## src/rtl/countdown_timer_pkg.sv

```systemverilog
// Shared widths, terminal values and state encoding for the MM:SS countdown timer.
package countdown_timer_pkg;

    localparam int unsigned BCD_W            = 4;
    localparam int unsigned NUM_DIGITS       = 4;
    localparam int unsigned DIGITS_W         = NUM_DIGITS * BCD_W;
    localparam int unsigned UNITS_MAX        = 9;
    localparam int unsigned TENS_MAX_DEFAULT = 5;

    typedef enum logic [1:0] {
        IDLE  = 2'd0,
        RUN   = 2'd1,
        PAUSE = 2'd2,
        DONE  = 2'd3
    } state_t;

endpackage

```

## src/rtl/countdown_timer_bcd_down_digit.sv

```systemverilog
// One BCD down-counting digit with clamped load and borrow output.
module bcd_down_digit
    import countdown_timer_pkg::*;
(
    input  logic             clk,
    input  logic             reset,
    input  logic             load,
    input  logic [BCD_W-1:0] load_val,
    input  logic [BCD_W-1:0] max,
    input  logic             en,
    output logic [BCD_W-1:0] value,
    output logic             borrow_out
);

    // Borrow when this digit is asked to step below zero.
    assign borrow_out = en && (value == '0);

    // Digit register: clamped load takes priority over decrement.
    always_ff @(posedge clk or posedge reset) begin
        if (reset) begin
            value <= '0;
        end else if (load) begin
            value <= (load_val > max) ? max : load_val;
        end else if (en) begin
            value <= (value == '0) ? max : value - BCD_W'(1);
        end
    end

endmodule

```

## src/rtl/countdown_timer.sv

```systemverilog
// Four-digit BCD MM:SS countdown timer with pause/resume and expiry flag.
module countdown_timer #(
    parameter int unsigned SEC_TENS_MAX = 5,
    parameter int unsigned MIN_TENS_MAX = 5
) (
    input  logic        clk,
    input  logic        reset,
    input  logic        tick,
    input  logic        load,
    input  logic [15:0] load_value,
    input  logic        start,
    input  logic        pause,
    output logic [15:0] digits,
    output logic        running,
    output logic        done,
    output logic        expired
);
    import countdown_timer_pkg::*;

    localparam logic [BCD_W-1:0] U_MAX  = BCD_W'(UNITS_MAX);
    localparam logic [BCD_W-1:0] ST_MAX = BCD_W'(SEC_TENS_MAX);
    localparam logic [BCD_W-1:0] MT_MAX = BCD_W'(MIN_TENS_MAX);

    state_t           state, state_nx;
    logic             running_nx, done_nx, expired_nx;
    logic [BCD_W-1:0] sec_u, sec_t, min_u, min_t;
    logic             borrow_su, borrow_st, borrow_mu, borrow_mt;
    logic             dec_c;
    logic             hit_zero_c;

    // A qualified tick only counts in RUN with no pause or load pending.
    assign dec_c = (state == RUN) && tick && !pause && !load;

    // Current value 00:01 under a decrement means the next value is 00:00.
    // A borrow out of the top digit could only mean a wrap, so treat it as expiry too.
    assign hit_zero_c = (dec_c && (digits == DIGITS_W'(1))) || borrow_mt;

    assign digits = {min_t, min_u, sec_t, sec_u};

    bcd_down_digit u_sec_units (
        .clk        (clk),
        .reset      (reset),
        .load       (load),
        .load_val   (load_value[3:0]),
        .max        (U_MAX),
        .en         (dec_c),
        .value      (sec_u),
        .borrow_out (borrow_su)
    );

    bcd_down_digit u_sec_tens (
        .clk        (clk),
        .reset      (reset),
        .load       (load),
        .load_val   (load_value[7:4]),
        .max        (ST_MAX),
        .en         (borrow_su),
        .value      (sec_t),
        .borrow_out (borrow_st)
    );

    bcd_down_digit u_min_units (
        .clk        (clk),
        .reset      (reset),
        .load       (load),
        .load_val   (load_value[11:8]),
        .max        (U_MAX),
        .en         (borrow_st),
        .value      (min_u),
        .borrow_out (borrow_mu)
    );

    bcd_down_digit u_min_tens (
        .clk        (clk),
        .reset      (reset),
        .load       (load),
        .load_val   (load_value[15:12]),
        .max        (MT_MAX),
        .en         (borrow_mu),
        .value      (min_t),
        .borrow_out (borrow_mt)
    );

    // State and flag registers.
    always_ff @(posedge clk or posedge reset) begin
        if (reset) begin
            state   <= IDLE;
            running <= 1'b0;
            done    <= 1'b0;
            expired <= 1'b0;
        end else begin
            state   <= state_nx;
            running <= running_nx;
            done    <= done_nx;
            expired <= expired_nx;
        end
    end

    // Next-state logic; load overrides every state.
    always_comb begin
        state_nx   = state;
        expired_nx = 1'b0;
        if (load) begin
            state_nx = IDLE;
        end else begin
            unique case (state)
                IDLE: begin
                    if (start) begin
                        if (digits == '0) begin
                            state_nx   = DONE;
                            expired_nx = 1'b1;
                        end else begin
                            state_nx = RUN;
                        end
                    end
                end
                RUN: begin
                    if (pause) begin
                        state_nx = PAUSE;
                    end else if (hit_zero_c) begin
                        state_nx   = DONE;
                        expired_nx = 1'b1;
                    end
                end
                PAUSE: begin
                    if (start) begin
                        state_nx = RUN;
                    end
                end
                DONE: begin
                    state_nx = DONE;
                end
                default: begin
                    state_nx = IDLE;
                end
            endcase
        end
        running_nx = (state_nx == RUN);
        done_nx    = (state_nx == DONE);
    end

endmodule

```

## config.mk

```make
export PLATFORM = sky130hd
export DESIGN_NAME = countdown_timer
export DESIGN_NICKNAME = d
export VERILOG_FILES = /design/src/rtl/countdown_timer_pkg.sv /design/src/rtl/countdown_timer_bcd_down_digit.sv /design/src/rtl/countdown_timer.sv
export SDC_FILE = /design/constraint.sdc
export NUM_CORES = 1
export LEC_CHECK = 0
export CELL_PAD_IN_SITES_DETAIL_PLACEMENT = 1
export CELL_PAD_IN_SITES_GLOBAL_PLACEMENT = 2
export CORE_UTILIZATION = 27
export CTS_CLUSTER_DIAMETER = 80
export DETAILED_ROUTE_END_ITERATION = 10
export PLACE_DENSITY_LB_ADDON = 0.1
export SYNTH_ARGS = -nofsm -noshare
export SYNTH_HDL_FRONTEND = slang
export SYNTH_SLANG_ARGS = --single-unit
```

## constraint.sdc

```tcl
create_clock -name clk -period 5.3 [get_ports clk]
set_clock_uncertainty 0.05 [all_clocks]
set_input_delay 0.53 -clock clk [delete_from_list [all_inputs] [get_ports clk]]
set_output_delay 0.53 -clock clk [all_outputs]
set_load 0.05 [all_outputs]
```

# --- After elaboration in Yosys (flattened, before gate mapping) ---
# Cells that the tools add are included.
totals:
  inputBits: 22
  output_inout_bits: 19
  regBits: 21
  elab_cells: 72
op_classes:
  order_cmp: 4
  addsub: 4
  n_eq_ne: 6
  muxes: 29
  reduce_logical: 21
op_table:
  columns: ["operator", "n"]
  rows:
  - ["two-way mux 4 bit", 16]
  - ["== test 16 x 1 -> 1 bit, second input constant", 1]
  - ["logical NOT 16 bit", 1]
  - ["logical NOT 4 bit", 4]
  - ["subtractor 4 x 1 -> 4 bit, second input constant", 4]
  - ["two-way mux 2 bit", 6]
  - ["greater-than comparator 4 x 3 -> 1 bit, second input constant", 2]
  - ["greater-than comparator 4 bit, second input constant", 2]
  - ["logical AND 1 bit", 8]
  - ["one-hot mux 2 bit (4 select lines)", 1]
  - ["nonzero test 2 bit", 4]
  - ["== test 2 bit, second input constant", 3]
  - ["two-way mux 1 bit", 5]
  - ["== test 2 x 1 -> 1 bit, second input constant", 2]
  - ["logical NOT 1 bit", 2]
  - ["logical NOT 2 bit", 1]
  - ["one-hot mux 1 bit (2 select lines)", 1]
  - ["logical OR 1 bit", 1]

# --- Logic depth before layout (Yosys ltp) ---
depth:
  ltp_word: 14
  depth_mapped: 5
  mapped_depth_nobuf: 4

# --- Hierarchy ---
# A second synthesis with hierarchy kept.
unflattened:
  cells_unflattened: 266
  area_unflattened_um2: 2237.1
modules_own_cells:
  columns: ["mod", "seq_area_each_um2", "n_inst", "area_each_um2", "cells_per_inst"]
  rows:
  - ["bcd_down_digit (u_min_tens ...)", 100.1, 3, 460.4, 56]
  - ["bcd_down_digit (u_sec_tens)", 100.1, 1, 533.0, 64]
  - ["countdown_timer", 125.1, 1, 322.8, 34]

# --- Worst setup path after synthesis ---
# OpenSTA, ideal clock, no wires.
synth_path:
  path_type: "reg2reg"
  start: "register u_sec_units.value[2]"
  end: "register u_min_tens.value[2]"
  required_ns: 5.126
  slack_ns: 2.805
  synth_period_minus_slack_ns: 2.495
  path_stages_with_launch: 6
  setup_time_ns: 0.124
  path_buffers: 1
  arrival_time_ns: 2.321
  cell_sequence: "dfrtp_1 or4_1 buf_2 or4_4 o31a_1 o31a_1"
synth_via:
  elab_chain_len: 5
synth_lines:
  columns: ["item", "line", "text"]
  rows:
  - ["start, declared", "countdown_timer_bcd_down_digit.sv:11", "output logic [BCD_W-1:0] value,"]
  - ["start signal, assigned", "countdown_timer_bcd_down_digit.sv:23", "value <= (load_val > max) ? max : load_val;"]
  - ["start signal, assigned", "countdown_timer_bcd_down_digit.sv:25", "value <= (value == '0) ? max : value - BCD_W'(1);"]
  - ["logical NOT 4 bit", "countdown_timer_bcd_down_digit.sv:16", "assign borrow_out = en && (value == '0);"]
  - ["logical AND 1 bit (3 in series)", "countdown_timer_bcd_down_digit.sv:16", null]
  - ["nonzero test 2 bit (no source line)", null, null]
  - ["end signal, assigned", "countdown_timer_bcd_down_digit.sv:23", null]
  - ["end signal, assigned", "countdown_timer_bcd_down_digit.sv:25", null]
  - ["end, declared", "countdown_timer_bcd_down_digit.sv:11", null]
# No other way between the ends.
# A chain may end at the register's enable or synchronous reset.

# --- Worst setup path in the final report ---
layout_path:
  start: "input pause"
  end: "register u_min_tens.value[2]"
layout_via:
  elab_chain_len: 7
layout_lines:
  columns: ["item", "line", "text"]
  rows:
  - ["start, declared", "countdown_timer.sv:12", "input logic pause,"]
  - ["logical NOT 1 bit", "countdown_timer.sv:32", "assign dec_c = (state == RUN) && tick && !pause && !load;"]
  - ["logical AND 1 bit (2 in series)", "countdown_timer.sv:32", null]
  - ["logical AND 1 bit (3 in series)", "countdown_timer_bcd_down_digit.sv:16", null]
  - ["nonzero test 2 bit (no source line)", null, null]
# No other way between the ends.

==> results list <==
- Run status: complete, no violations
* Number of core rows: 23
- Later-pin clock latency in the skew report: 0.26 ns
- Standard cell core area: about 4000 um^2
- Total number of cells along the worst setup path: 5
- Max-slew violation count: 0
- Part of the total power dissipated in the clock network: 0.267
* Part of the power in registers: 0.461
- Setup Buffers After CTS: 0
- Detailed-router iteration count before antenna repair: 4
- After detailed routing, the number of vias per cell comes to ~5.3.
* Most used cell along the critical path: o31a_1
* Max Fanout on Critical Path: 11
* First-pass GRT wire length: roughly 5300 um
- The library cell used most frequently in the layout, excluding fill and tap cells, is clkdlybuf4s50_1.
* # IOs: 41
* Antenna violations before repair: 0
* Total Die Area: 4470 um^2
* Cell types with the largest area share after synthesis: dfrtp_1, nor2_1, a21oi_1
- Areal power density over the cells: approximately 250 nW/um^2
- Final setup viols: 0
- Sum Neg Setup Slack: 0 ns
* Internal power: between 0.2 and 0.3 mW
* Synth Area per Inst: 9.38 um^2
- In this run the remaining antenna-violating nets after routing total 0.
- Multi-input combinational cell area: ~570 um^2
* Flops & latches, synth: 21
* Total half-perimeter wirelength after legalization and detailed placement: between 2000 and 2500 um
* Cell-by-cell listing of the critical path: clkdlybuf4s50_1 -> nand4bb_1 -> or4_4 -> o31a_1 -> o31a_1
* CTS Buf Count: 3
* GRT Overall Usage: 0.159
- Worst IR drop on VDD: 0.101 mV
* Number of cells traversed by the worst register-to-register path: 4
- Count of final hold-check violations: 0
* Maximum buffer depth of the clock tree: 2
- Library cell with the largest summed area after synthesis: dfrtp_1
* Synth Cell Area: approximately 1100 um^2
* Post-cts gate resize count: 0
- At the end of the flow, the number of nets in the layout was ~180.
- Post-DP Area: roughly 1600 um^2
* Fraction of the yosys area taken by sequential cells: 0.463
- For this run, design rule violations remaining after detail routing come to 0.
* Switching Power: about 0.14 mW
* Most frequent cells in the layout: clkdlybuf4s50_1, dfrtp_1, nor2_1
- The initial utilization of the core area, before any placement, comes to 0.282.
- Upper clock frequency limit: between 0.3 and 0.4 GHz
- Max-slew headroom: 0.431
* Buf+Inv Stages, Crit Path: 1
- The routed layout has approximately 1100 vias.
* Cell family with the largest share of critical-path delay: simple AND/OR/NAND/NOR gates
* TritonCTS clock tree: done
- In the final routed layout, each cell accounts on average for roughly 15 um.
- The number of nets handed over by synthesis was between 100 and 150.
* N_diodes: 0
- After synthesis, the netlist uses 36 different library cells.
- At the pin with the least slew margin, the transition time is approximately 0.85 ns.
- STA classifies the critical path startpoint as an input pin.
* Largest net degree at the start of global routing: 24
- Class of the tightest hold or removal check: reg2reg
- Of the total power, the share spent switching nets is 0.339.
* Final Routed Wirelength: 3210 um
- Storage cell area: about 530 um^2
- Time the final worst path needs with I/O delays and setup: approximately 2.5 ns
- Share of power burned in combinational logic: 0.271
* Critical path endpoint category: flop
- Leakage power of the design: slightly above 0.6 nW
- Setup repair after global routing left no endpoint under its margin.
- In the synthesized netlist, the number of instances is 121.
* Kind of critical path: in2reg
- In this run the number of H-tree levels came out at 1.
- For this run, the slowest stage of the critical path takes around 0.7 ns.
* Final worst-path cycle share: 0.478
* Synth-to-Final Area Change: 43.1%
* Yosys synthesis warning count: 0
- Fraction of layout cells with a size suffix above 1: 0.0438
- The finished cells cover ~1600 um^2.
- In this run, the number of DRC markers left after iteration 0 of detailed routing was 44.
* Fill cell count: approximately 460
- CTS placed an instance of clkbuf_8 at the clock tree root.
- Along the worst hold path, the cell count comes to 1.
- After clock tree synthesis, the clock-pin slew on the worst setup and hold paths is about 0.080 ns.
* Final RePlAce weighted congestion: between 0.7 and 0.8
- Slowest stage cell, crit path: or4_4
- At the worst endpoint, the arrival time is around 2.6 ns.
- Overall die width: 66.8 um
* CP Data Required Time: between 5 and 6 ns
- Measured along the y axis, the die boundary spans 66.8 um.
- Share of the synthesized area in the top cell type: 0.463
- Number of hold-repair buffers added at the cts stage: 0
* Number of buffers added on ports: 40
- Reported max-cap violation count: 0
- For this run the aggregate overflow at the end of global routing stands at 0.
- The tree built by TritonCTS fans out to 21 sinks.
- Vias in the first global route: around 1100
Yosys cell counts:
master / number
a2111oi_0: 3
a211oi_1: 1
a21oi_1: 8
a31oi_1: 1
a32o_1: 1
a32oi_1: 1
and3_1: 1
buf_2: 1
clkbuf_1: 4
dfrtp_1: 21
inv_1: 5
mux2i_1: 1
nand2_1: 7
nand2b_1: 2
nand3_1: 3
nand3b_1: 2
nand4bb_1: 1
nor2_1: 13
nor3_1: 5
nor4_1: 4
nor4b_1: 2
o2111ai_1: 1
o211a_1: 1
o211ai_1: 4
o21a_1: 2
o21ai_0: 7
o311ai_0: 1
o31a_1: 2
o32ai_1: 1
or2_2: 1
or3_1: 1
or3_4: 1
or4_1: 5
or4_4: 1
xnor2_1: 3
xor2_1: 3
layer usage:
metal  wire, um  vias up  global-route usage
met3        134        5              0.0308
li1           -      540                   -
met1       1440      551               0.206
met5          0        -                   0
met4         36        0              0.0479
met2       1590       26               0.263
final timing paths:
kind                                            from             endpoint  slack [ns]
worst max register to register  u_sec_units.value[2]  u_min_tens.value[2]        2.91
max in group asynchronous                      reset  u_sec_tens.value[3]        3.98
worst min-delay path             u_min_tens.value[3]  u_min_tens.value[3]        0.49
worst min register to register   u_min_tens.value[3]  u_min_tens.value[3]        0.49
worst max-delay path                           pause  u_min_tens.value[2]        2.77
min in group asynchronous                      reset                 done        0.69
cells by family (layout without fill, tap and decap cells):
| family | after synthesis | in the layout | synth area share |
|---|---|---|---|
| compound gates | 34 | 34 | 0.205 |
| xor+xnor | 6 | 6 | 0.0463 |
| flops | 21 | 21 | 0.463 |
| simple gates | 49 | 49 | 0.243 |
| buf+inv | 10 | 49 | 0.0342 |
| mux | 1 | 1 | 0.00882 |
power by group through the flow:
stage	registers, mW	logic, mW	clock network, mW
finish	0.187	0.110	0.108
global route	0.190	0.118	0.119
CTS	0.187	0.112	0.112
detailed placement	0.190	0.111	0
global placement	0.189	0.110	0
floorplan	0.222	0.0305	0
registers in the layout (all words and copies together) (netlist names):
| register | cells |
|---|---|
| u_sec_tens.value | 4 |
| running | 1 |
| state | 2 |
| u_min_units.value | 4 |
| expired | 1 |
| u_min_tens.value | 4 |
| done | 1 |
| u_sec_units.value | 4 |
stage by stage:
stage                     cells  total power [mW]   util  worst slack (ns)  hold slack, ns
after global placement      206             0.299  0.392              2.44           0.484
after CTS                   210             0.411  0.403              2.73           0.496
final                       210             0.406  0.403              2.77           0.490
after floorplan             121             0.252      -              2.81           0.457
after global routing        210             0.427  0.403              2.62           0.519
after detailed placement    206             0.301  0.392              2.44           0.479
area by class of cell:
type / instances / share of cell area
clock buffers: 3 / 0.0254
clock inverters: 1 / 0.00308
inverters: 5 / 0.0116
multi-input cells: 90 / 0.351
flip-flops and latches: 21 / 0.324
well taps: 50 / 0.0385
repair buffers: 40 / 0.247
Power figures use the tool's default switching activity.
